===== src/rtl/tdc_therm_decoder.sv =====
// tdc_therm_decoder: turns the double-registered carry-chain thermometer
// code into one timestamped event per hit.
//
// Data path:
//   - stage 1 captures the code together with the coarse count;
//   - stage 2 removes bubbles and registers the popcount and flags;
//   - an arm/hit FSM emits one event per trigger;
//   - events pass through a 2-entry output FIFO.
//
// Optional macro TDC_BUBBLE_FILTER_EN:
//   defined   - 3-input majority bubble filter in stage 2;
//   undefined - stage 2 registers the raw stage-1 code, so latency is unchanged.
//
// FSM states:
//   state     | meaning
//   IDLE_WAIT | waiting for an all-zero sample (trigger released / after reset)
//   ARMED     | zero seen; the next non-zero sample is reported as a hit
module tdc_therm_decoder #(
    parameter  int STAGES   = 64,
    parameter  int COARSE_W = 16,
    localparam int FINE_W   = $clog2(STAGES + 1)
) (
    input  logic                clock,
    input  logic                reset,
    input  logic [STAGES-1:0]   therm,
    input  logic                out_ready,
    output logic                out_valid,
    output logic [FINE_W-1:0]   out_fine,
    output logic [COARSE_W-1:0] out_coarse,
    output logic                out_saturated,
    output logic [7:0]          drop_count
);

    typedef enum logic {IDLE_WAIT, ARMED} state_t;

    logic [COARSE_W-1:0] coarse;
    logic [STAGES-1:0]   s1_therm;
    logic [COARSE_W-1:0] s1_coarse;
    logic                s1_valid;
    logic [STAGES-1:0]   filt;
    logic [FINE_W-1:0]   pop_cnt;
    logic                s2_valid;
    logic [FINE_W-1:0]   s2_fine;
    logic [COARSE_W-1:0] s2_coarse;
    logic                s2_ones;
    logic                s2_zero;
    state_t              state, state_next;
    logic                hit;
    logic [FINE_W-1:0]   mem_fine   [2];
    logic [COARSE_W-1:0] mem_coarse [2];
    logic                mem_sat    [2];
    logic                rd_ptr, wr_ptr;
    logic [1:0]          count;
    logic                pop, push_ok, drop;

    // Free-running coarse timestamp, wraps naturally.
    always_ff @(posedge clock) begin
        if (reset) coarse <= '0;
        else       coarse <= coarse + 1'b1;
    end

    // Stage 1: sample the code with the coarse count of the same cycle.
    // The valid bit stops the cleared registers from looking like a zero sample.
    always_ff @(posedge clock) begin
        if (reset) begin
            s1_therm  <= '0;
            s1_coarse <= '0;
            s1_valid  <= 1'b0;
        end else begin
            s1_therm  <= therm;
            s1_coarse <= coarse;
            s1_valid  <= 1'b1;
        end
    end

    // Bubble filter: interior bits take the majority of their neighbourhood.
    always_comb begin
        filt = s1_therm;
`ifdef TDC_BUBBLE_FILTER_EN
        for (int i = 1; i < STAGES - 1; i++) begin
            filt[i] = (s1_therm[i-1] & s1_therm[i]) | (s1_therm[i-1] & s1_therm[i+1]) |
                      (s1_therm[i] & s1_therm[i+1]);
        end
`endif
    end

    // Population count of the filtered code gives the fine code.
    always_comb begin
        pop_cnt = '0;
        for (int i = 0; i < STAGES; i++) begin
            pop_cnt = pop_cnt + FINE_W'(filt[i]);
        end
    end

    // Stage 2: register fine code and the all-ones / all-zero flags.
    always_ff @(posedge clock) begin
        if (reset) begin
            s2_valid  <= 1'b0;
            s2_fine   <= '0;
            s2_coarse <= '0;
            s2_ones   <= 1'b0;
            s2_zero   <= 1'b0;
        end else begin
            s2_valid  <= s1_valid;
            s2_fine   <= pop_cnt;
            s2_coarse <= s1_coarse;
            s2_ones   <= &filt;
            s2_zero   <= ~|filt;
        end
    end

    // Arm/hit state register.
    always_ff @(posedge clock) begin
        if (reset) state <= IDLE_WAIT;
        else       state <= state_next;
    end

    // Arm on a zero sample; report the first non-zero sample once armed.
    always_comb begin
        state_next = state;
        hit        = 1'b0;
        unique case (state)
            IDLE_WAIT: if (s2_valid && s2_zero) state_next = ARMED;
            ARMED: begin
                if (s2_valid && !s2_zero) begin
                    hit        = 1'b1;
                    state_next = IDLE_WAIT;
                end
            end
            default: state_next = IDLE_WAIT;
        endcase
    end

    assign out_valid = (count != 2'd0);
    assign pop       = out_valid && out_ready;
    // A pop in the same cycle frees the slot, so a full FIFO still accepts.
    assign push_ok   = hit && ((count != 2'd2) || pop);
    assign drop      = hit && (count == 2'd2) && !pop;

    // Output FIFO storage and pointers; no bypass, so a push shows next cycle.
    always_ff @(posedge clock) begin
        if (reset) begin
            for (int i = 0; i < 2; i++) begin
                mem_fine[i]   <= '0;
                mem_coarse[i] <= '0;
                mem_sat[i]    <= 1'b0;
            end
            rd_ptr <= 1'b0;
            wr_ptr <= 1'b0;
            count  <= 2'd0;
        end else begin
            if (push_ok) begin
                mem_fine[wr_ptr]   <= s2_fine;
                mem_coarse[wr_ptr] <= s2_coarse;
                mem_sat[wr_ptr]    <= s2_ones;
                wr_ptr             <= wr_ptr + 1'b1;
            end
            if (pop) rd_ptr <= rd_ptr + 1'b1;
            unique case ({push_ok, pop})
                2'b10:   count <= count + 2'd1;
                2'b01:   count <= count - 2'd1;
                default: count <= count;
            endcase
        end
    end

    // Saturating count of events lost to a full FIFO.
    always_ff @(posedge clock) begin
        if (reset)                          drop_count <= 8'd0;
        else if (drop && drop_count != 8'hFF) drop_count <= drop_count + 8'd1;
    end

    assign out_fine      = mem_fine[rd_ptr];
    assign out_coarse    = mem_coarse[rd_ptr];
    assign out_saturated = mem_sat[rd_ptr];

endmodule


===== config.mk =====
export PLATFORM = sky130hd
export DESIGN_NAME = tdc_therm_decoder
export DESIGN_NICKNAME = d
export VERILOG_FILES = /design/src/rtl/tdc_therm_decoder.sv
export SDC_FILE = /design/constraint.sdc
export NUM_CORES = 1
export LEC_CHECK = 0
export BUFFER_PORTS_ARGS = -buffer_cell sky130_fd_sc_hd__clkbuf_2
export CORE_UTILIZATION = 45
export DETAILED_ROUTE_END_ITERATION = 12
export PLACE_DENSITY_LB_ADDON = 0.2
export SLEW_MARGIN = 20
export SYNTH_ARGS = -nofsm -noshare
export SYNTH_HDL_FRONTEND = slang
export SYNTH_SLANG_ARGS = --single-unit

===== constraint.sdc =====
create_clock -name clock -period 14.3 [get_ports clock]
set_input_delay 2.86 -clock clock [delete_from_list [all_inputs] [get_ports clock]]
set_output_delay 2.86 -clock clock [all_outputs]
set_load 0.03 [all_outputs]

Word level (Yosys, flattened, before mapping)
Memories as Yosys holds them, arrays and structs flattened. A register that Yosys moved wholly into a read port is not among the register bits.
Index checks and enable logic that the tools add are counted.
{"block": "word_totals", "regBits": 136, "mem_bits_rw": 48, "in_bits": 67, "out_inout_bits": 33, "word_cells": 137, "mem_count": 3}
{"block": "op_classes", "addsub": 69, "n_eq_ne": 5, "mux": 27, "bitwise": 1, "reduce_logical": 18}
{"name": "mem_coarse", "words": 2, "word_bits": 16, "rd": 1, "rd_ports_with_merged_regs": 1, "write_ports": 2, "line_no": "50", "rtl": "logic [COARSE_W-1:0] mem_coarse [2];"}
{"name": "mem_fine", "words": 2, "word_bits": 7, "rd": 1, "rd_ports_with_merged_regs": 1, "write_ports": 2, "line_no": "49", "rtl": "logic [FINE_W-1:0] mem_fine [2];"}
{"name": "mem_sat", "words": 2, "word_bits": 1, "rd": 1, "rd_ports_with_merged_regs": 1, "write_ports": 2, "line_no": "51", "rtl": "logic mem_sat [2];"}
{"cell": "$add A7 B1 Y7", "count": 57}
{"cell": "$reduce_and A64 Y1", "count": 1}
{"cell": "$reduce_or A64 Y1", "count": 1}
{"cell": "$mux W1", "count": 23}
{"cell": "$add A16 B1 Y16 const B", "count": 1}
{"cell": "$mux W16", "count": 1}
{"cell": "$reduce_or A16 Y1", "count": 1}
{"cell": "$add A8 B1 Y8 const B", "count": 1}
{"cell": "$ne A8 B8 Y1 const B", "count": 1}
{"cell": "$add A6 B1 Y7", "count": 1}
{"cell": "$logic_and A1 B1 Y1", "count": 7}
{"cell": "$mux W7", "count": 1}
{"cell": "$reduce_or A7 Y1", "count": 1}
{"cell": "$add A5 B1 Y6", "count": 1}
{"cell": "$add A4 B1 Y5", "count": 1}
{"cell": "$add A3 B1 Y4", "count": 1}
{"cell": "$eq A2 B2 Y1 const B", "count": 2}
{"cell": "$pmux W2 S2", "count": 1}
{"cell": "$reduce_bool A2 Y1", "count": 2}
{"cell": "$add A2 B1 Y3", "count": 1}
{"cell": "$logic_not A1 Y1", "count": 3}
{"cell": "$add A1 B1 Y1 const B", "count": 2}
{"cell": "$add A1 B1 Y2", "count": 1}
{"cell": "$add A2 B1 Y2 const B", "count": 1}
{"cell": "7 further kinds", "count": 7}

Logic depth before layout (Yosys ltp)
{"block": "depth", "depth_word": 63, "depth_mapped": 21, "mapped_depth_nobuf": 21}

Worst setup path after synthesis
OpenSTA, ideal clock, no wires.
{"block": "synth_timing", "path_type": "reg-to-reg", "from": "register s1_therm[35], in the netlist filt[35]", "to": "register s2_fine[6]", "setup_time_ns": 0.122, "t_arrival_ns": 5.452, "required_time_ns": 14.178, "slack_ns": 8.727, "stages_incl_launch_ff": 22, "n_path_buf": 0, "period_less_slack_ns": 5.573, "path_cell_list": "dfxtp_1 > inv_1 > fa_1 > fa_1 > inv_1 > fa_1 > inv_1 > fa_1 > inv_1 > fa_1 > fa_1 > inv_1 > fa_1 > fa_1 > inv_1 > ha_1 > inv_1 > fa_1 > nor2b_1 > o21a_1 > o21a_1 > o311a_1"}
{"block": "synth_via", "elab_chain_cells": 29}
{"item": "from (decl)", "line_no": "37", "rtl": "logic [STAGES-1:0] s1_therm;"}
{"item": "from (signal assigned)", "line_no": "70", "rtl": "s1_therm <= therm;"}
{"item": "$add A7 B1 Y7 (29 in a row)", "line_no": "91", "rtl": "pop_cnt = pop_cnt + FINE_W'(filt[i]);"}
{"item": "to (signal assigned)", "line_no": "105", "rtl": "s2_fine <= pop_cnt;"}
{"item": "to (decl)", "line_no": "43", "rtl": "logic [FINE_W-1:0] s2_fine;"}
No other way between the ends.
A chain may end at the register's enable or synchronous reset.

Worst setup path in the final report
{"block": "layout_timing", "from": "register s1_therm[0], in the netlist filt[0]", "to": "register s2_fine[5]"}
{"block": "layout_via", "elab_chain_cells": 63}
{"item": "$add A1 B1 Y2", "line_no": "91"}
{"item": "$add A2 B1 Y3", "line_no": "91"}
{"item": "$add A3 B1 Y4", "line_no": "91"}
{"item": "$add A4 B1 Y5", "line_no": "91"}
{"item": "$add A5 B1 Y6", "line_no": "91"}
{"item": "$add A6 B1 Y7", "line_no": "91"}
{"item": "$add A7 B1 Y7 (57 in a row)", "line_no": "91"}
No other way between the ends.

==> results.tsv <==
stage	metric	value	unit
run	cap_violations	0	
worst_setup_path	cp_slowest_cell	fa_1	
detailed_routing	vias	5032	
cells_and_area	final_cell_mix	dfxtp_1, nor2b_1, clkbuf_2	
worst_setup_path	worstPathRequired	14.63	ns
worst_setup_path	critical-path-max-stage-delay	0.60	ns
timing	fin_crit_sh	41.0	%
placed_design	dp_hpwl	11000	um
worst_setup_path	critPathKind	reg -> reg	
timing	fin_setup_tns	0	ns
synth	synth_simple_gate_area_share	20.5	%
clock_network	cts_sinks	185	
global_route	grt_pass1_vias	5147	
power	p_leak	4.07	nW
global_route	grt_max_degree	75	
placed_design	routabilityCongestion	0.877	
clock_network	cts_buffers	17	
clock_network	tritoncts	done	
timing	tightest_slew	0.780	ns
synth	synth_area_leaders	dfxtp_1, edfxtp_1, fa_1	
synth	synthArstFlopShare	0	%
synth	syn_area	0.00827	sq mm
synth	synth-edff-count	48	
worst_setup_path	start_kind	flip-flop	
global_route	grt.total_usage	16.6	%
placed_design	dp_cells	1024	
synth	ys_ff_latch	185	
timing	finalSetupViolations	0	
timing	drv_slew	0	
min_path	worst_hold_path_type	reg -> reg	
synth	yosysUniqueCellTypes	51	
clock_network	ctsResizeCount	0	
synth	yosys_warnings	0	
timing	hold_violations	0	
floorplanning	core_area	0.0180	sq mm
placed_design	io_buffers	99	
worst_setup_path	crit_fanout	3	
detailed_routing	drt_pass1_iterations	4	
placed_design	placed_cell_area	0.00899	sq mm
timing	timing.fmax	0.171	GHz
cells_and_area	stdcell_count	1056	
worst_setup_path	worstPathCellList	inv_1 -> fa_1 -> inv_1 -> fa_1 -> fa_1 -> fa_1 -> fa_1 -> fa_1 -> fa_1 -> inv_1 -> fa_1 -> inv_1 -> ha_1 -> a21oi_1 -> o21ai_0 -> nand4_1 -> o211ai_1	
timing	finalCriticalPeriod	5.86	ns
synth	synth_top_family_by_area	simple AND/OR/NAND/NOR gates	
cells_and_area	final_common_cell	dfxtp_1	
detailed_routing	vias_per_cell	4.77	
cells_and_area	diodes	0	
clock_network	clock_path_buffers	2	
floorplanning	pin_count	100	
clock_network	post-cts-setup-buffers	0	
synth	syn_inst	716	
synth	synth_top_flop_cell	dfxtp_1	
cells_and_area	area_delta_synth_final	15.5	%
cells_and_area	final_util	53.2	%
synth	synth_xor_area_share	1.69	%
clock_network	h-tree-depth	4	
clock_network	path_clk_slew	0.07	ns
detailed_routing	drt_first_iter_violations	250	
floorplanning	row_count	49	
cells_and_area	layout-drive-gt1-share	20.8	%
cells_and_area	final_area	0.00956	sq mm
power	powerDensity	192	mW/mm^2
clock_network	cts_hold_buf	0	
synth	synth_compound_area_share	1.89	%
floorplanning	chipHeight	138	um
synth	synth_mux_area_share	3.92	%
power	p_total	1.83	mW
synth	synth_top_area_share	33.2	%
synth	synthAdderAreaFrac	16.1	%
global_route	antenna_found_initial	0	
synth	avgSynthCellArea	11.6	sq um
clock_network	clock_latency	0.42	ns
global_route	gr-total-overflow	0	
floorplanning	initial_core_util	46.1	%
timing	slew_headroom	47.9	%
clock_network	cts_root_buf	clkbuf_16	
detailed_routing	wl_per_cell	13.7	um
detailed_routing	routed_wl	14500	um
synth	synth_sequential_area_ratio	50.6	%
timing	rsz0062_at_grt	false	
detailed_routing	drc	0	
timing	fin_skew	0.00744	ns
floorplanning	die_x	138	um
power	peakVddDrop	0.233	mV
synth	syn_nets	857	
synth	synth.largest_area_cell	dfxtp_1	
status	status	finished clean	
global_route	grt_pass1_wl	23900	um
worst_setup_path	arrival	6.19	ns
detailed_routing	ant_nets	0	
worst_setup_path	crit_top_cell	fa_1	
cells_and_area	nets	955	
floorplanning	dieArea	0.0189	sq mm
worst_setup_path	crit_path_end_kind	flip-flop	
[critical path, delay by kind of cell, from the launching register on]
family                   cells  cell delay, ns
flip-flops                   1            0.34
AO/OA/AOI/OAI                3            0.57
AND/OR/NAND/NOR              1            0.15
adder cells (fa/ha/maj)      9            4.46
buffers and inverters        4            0.24
[cell type report]
| cell class | count | area (sq um) |
|---|---|---|
| clock inverter | 13 | 134 |
| clock buffer | 19 | 433 |
| inverter | 93 | 349 |
| fill | 1612 | 8410 |
| sequential | 185 | 4190 |
| tap | 229 | 287 |
| multi-input combinational | 416 | 3660 |
| timing repair buffer | 101 | 513 |
[report_power, final]
part           switching (mW)  total, mW  leakage [nW]  internal [mW]
Clock                   0.212      0.444         0.272          0.232
Sequential             0.0155      0.581          1.62          0.566
Combinational           0.450      0.809          2.18          0.358
[final timing paths]
kind	from	endpoint	slack, ns	cells past startpoint
worst max register to register	filt[0]$_SDFF_PP0_	s2_fine[5]$_SDFF_PP0_	8.44	17
worst min-delay path	s1_coarse[14]$_SDFF_PP0_	s2_coarse[14]$_SDFF_PP0_	0.44	1
worst max-delay path	filt[0]$_SDFF_PP0_	s2_fine[5]$_SDFF_PP0_	8.44	17
worst min register to register	s1_coarse[14]$_SDFF_PP0_	s2_coarse[14]$_SDFF_PP0_	0.44	1
[synth_stat cells (all sizes together), types with 3 or more instances]
cell,n
clkbuf,11
ha,20
nand4,26
and4,4
buf,11
nor2,24
dfxtp,137
xnor2,6
fa,54
o21a,3
and2,49
xor2,10
nand3,9
nor4,24
or3,4
inv,93
nor2b,101
a21oi,6
edfxtp,48
nor3,8
mux2,27
nand2,10
o21ai,6
[layer usage]
metal | GRT usage (%) | vias to the layer above | part of all wire [%]
met4 | 6.59 | 0 | 2.2
met3 | 4.05 | 20 | 3.7
met5 | 0 | - | 0
met2 | 28.0 | 116 | 48
met1 | 20.3 | 2367 | 46
li1 | - | 2529 | -
[state kept, by name, indices dropped and copies added, names as in the netlist, named ones only]
signal / cells
s2_ones: 1
mem_fine: 14
s2_coarse: 16
count: 2
filt: 64
s2_fine: 7
s1_valid: 1
coarse: 16
mem_sat: 2
drop_count: 8
rd_ptr: 1
s1_coarse: 16
mem_coarse: 32
wr_ptr: 1
s2_zero: 1
s2_valid: 1
[kinds of logic after synthesis]
logic type,Yosys count
AOI/OAI and AO/OA,24
xor gates and xnor gates,16
adders and majority gates,74
buffers and inverters,115
DFF,185
muxes,29
and+or+nand+nor,273
[metrics by stage]
step	setup WS, ns	hold slack, ns
after floorplan	8.73	0.414
after global placement	8.58	0.418
after detailed placement	8.44	0.423
after CTS	8.43	0.439
after global routing	8.17	0.450
final	8.44	0.437
No activity file was read; power rests on OpenSTA's default activity.
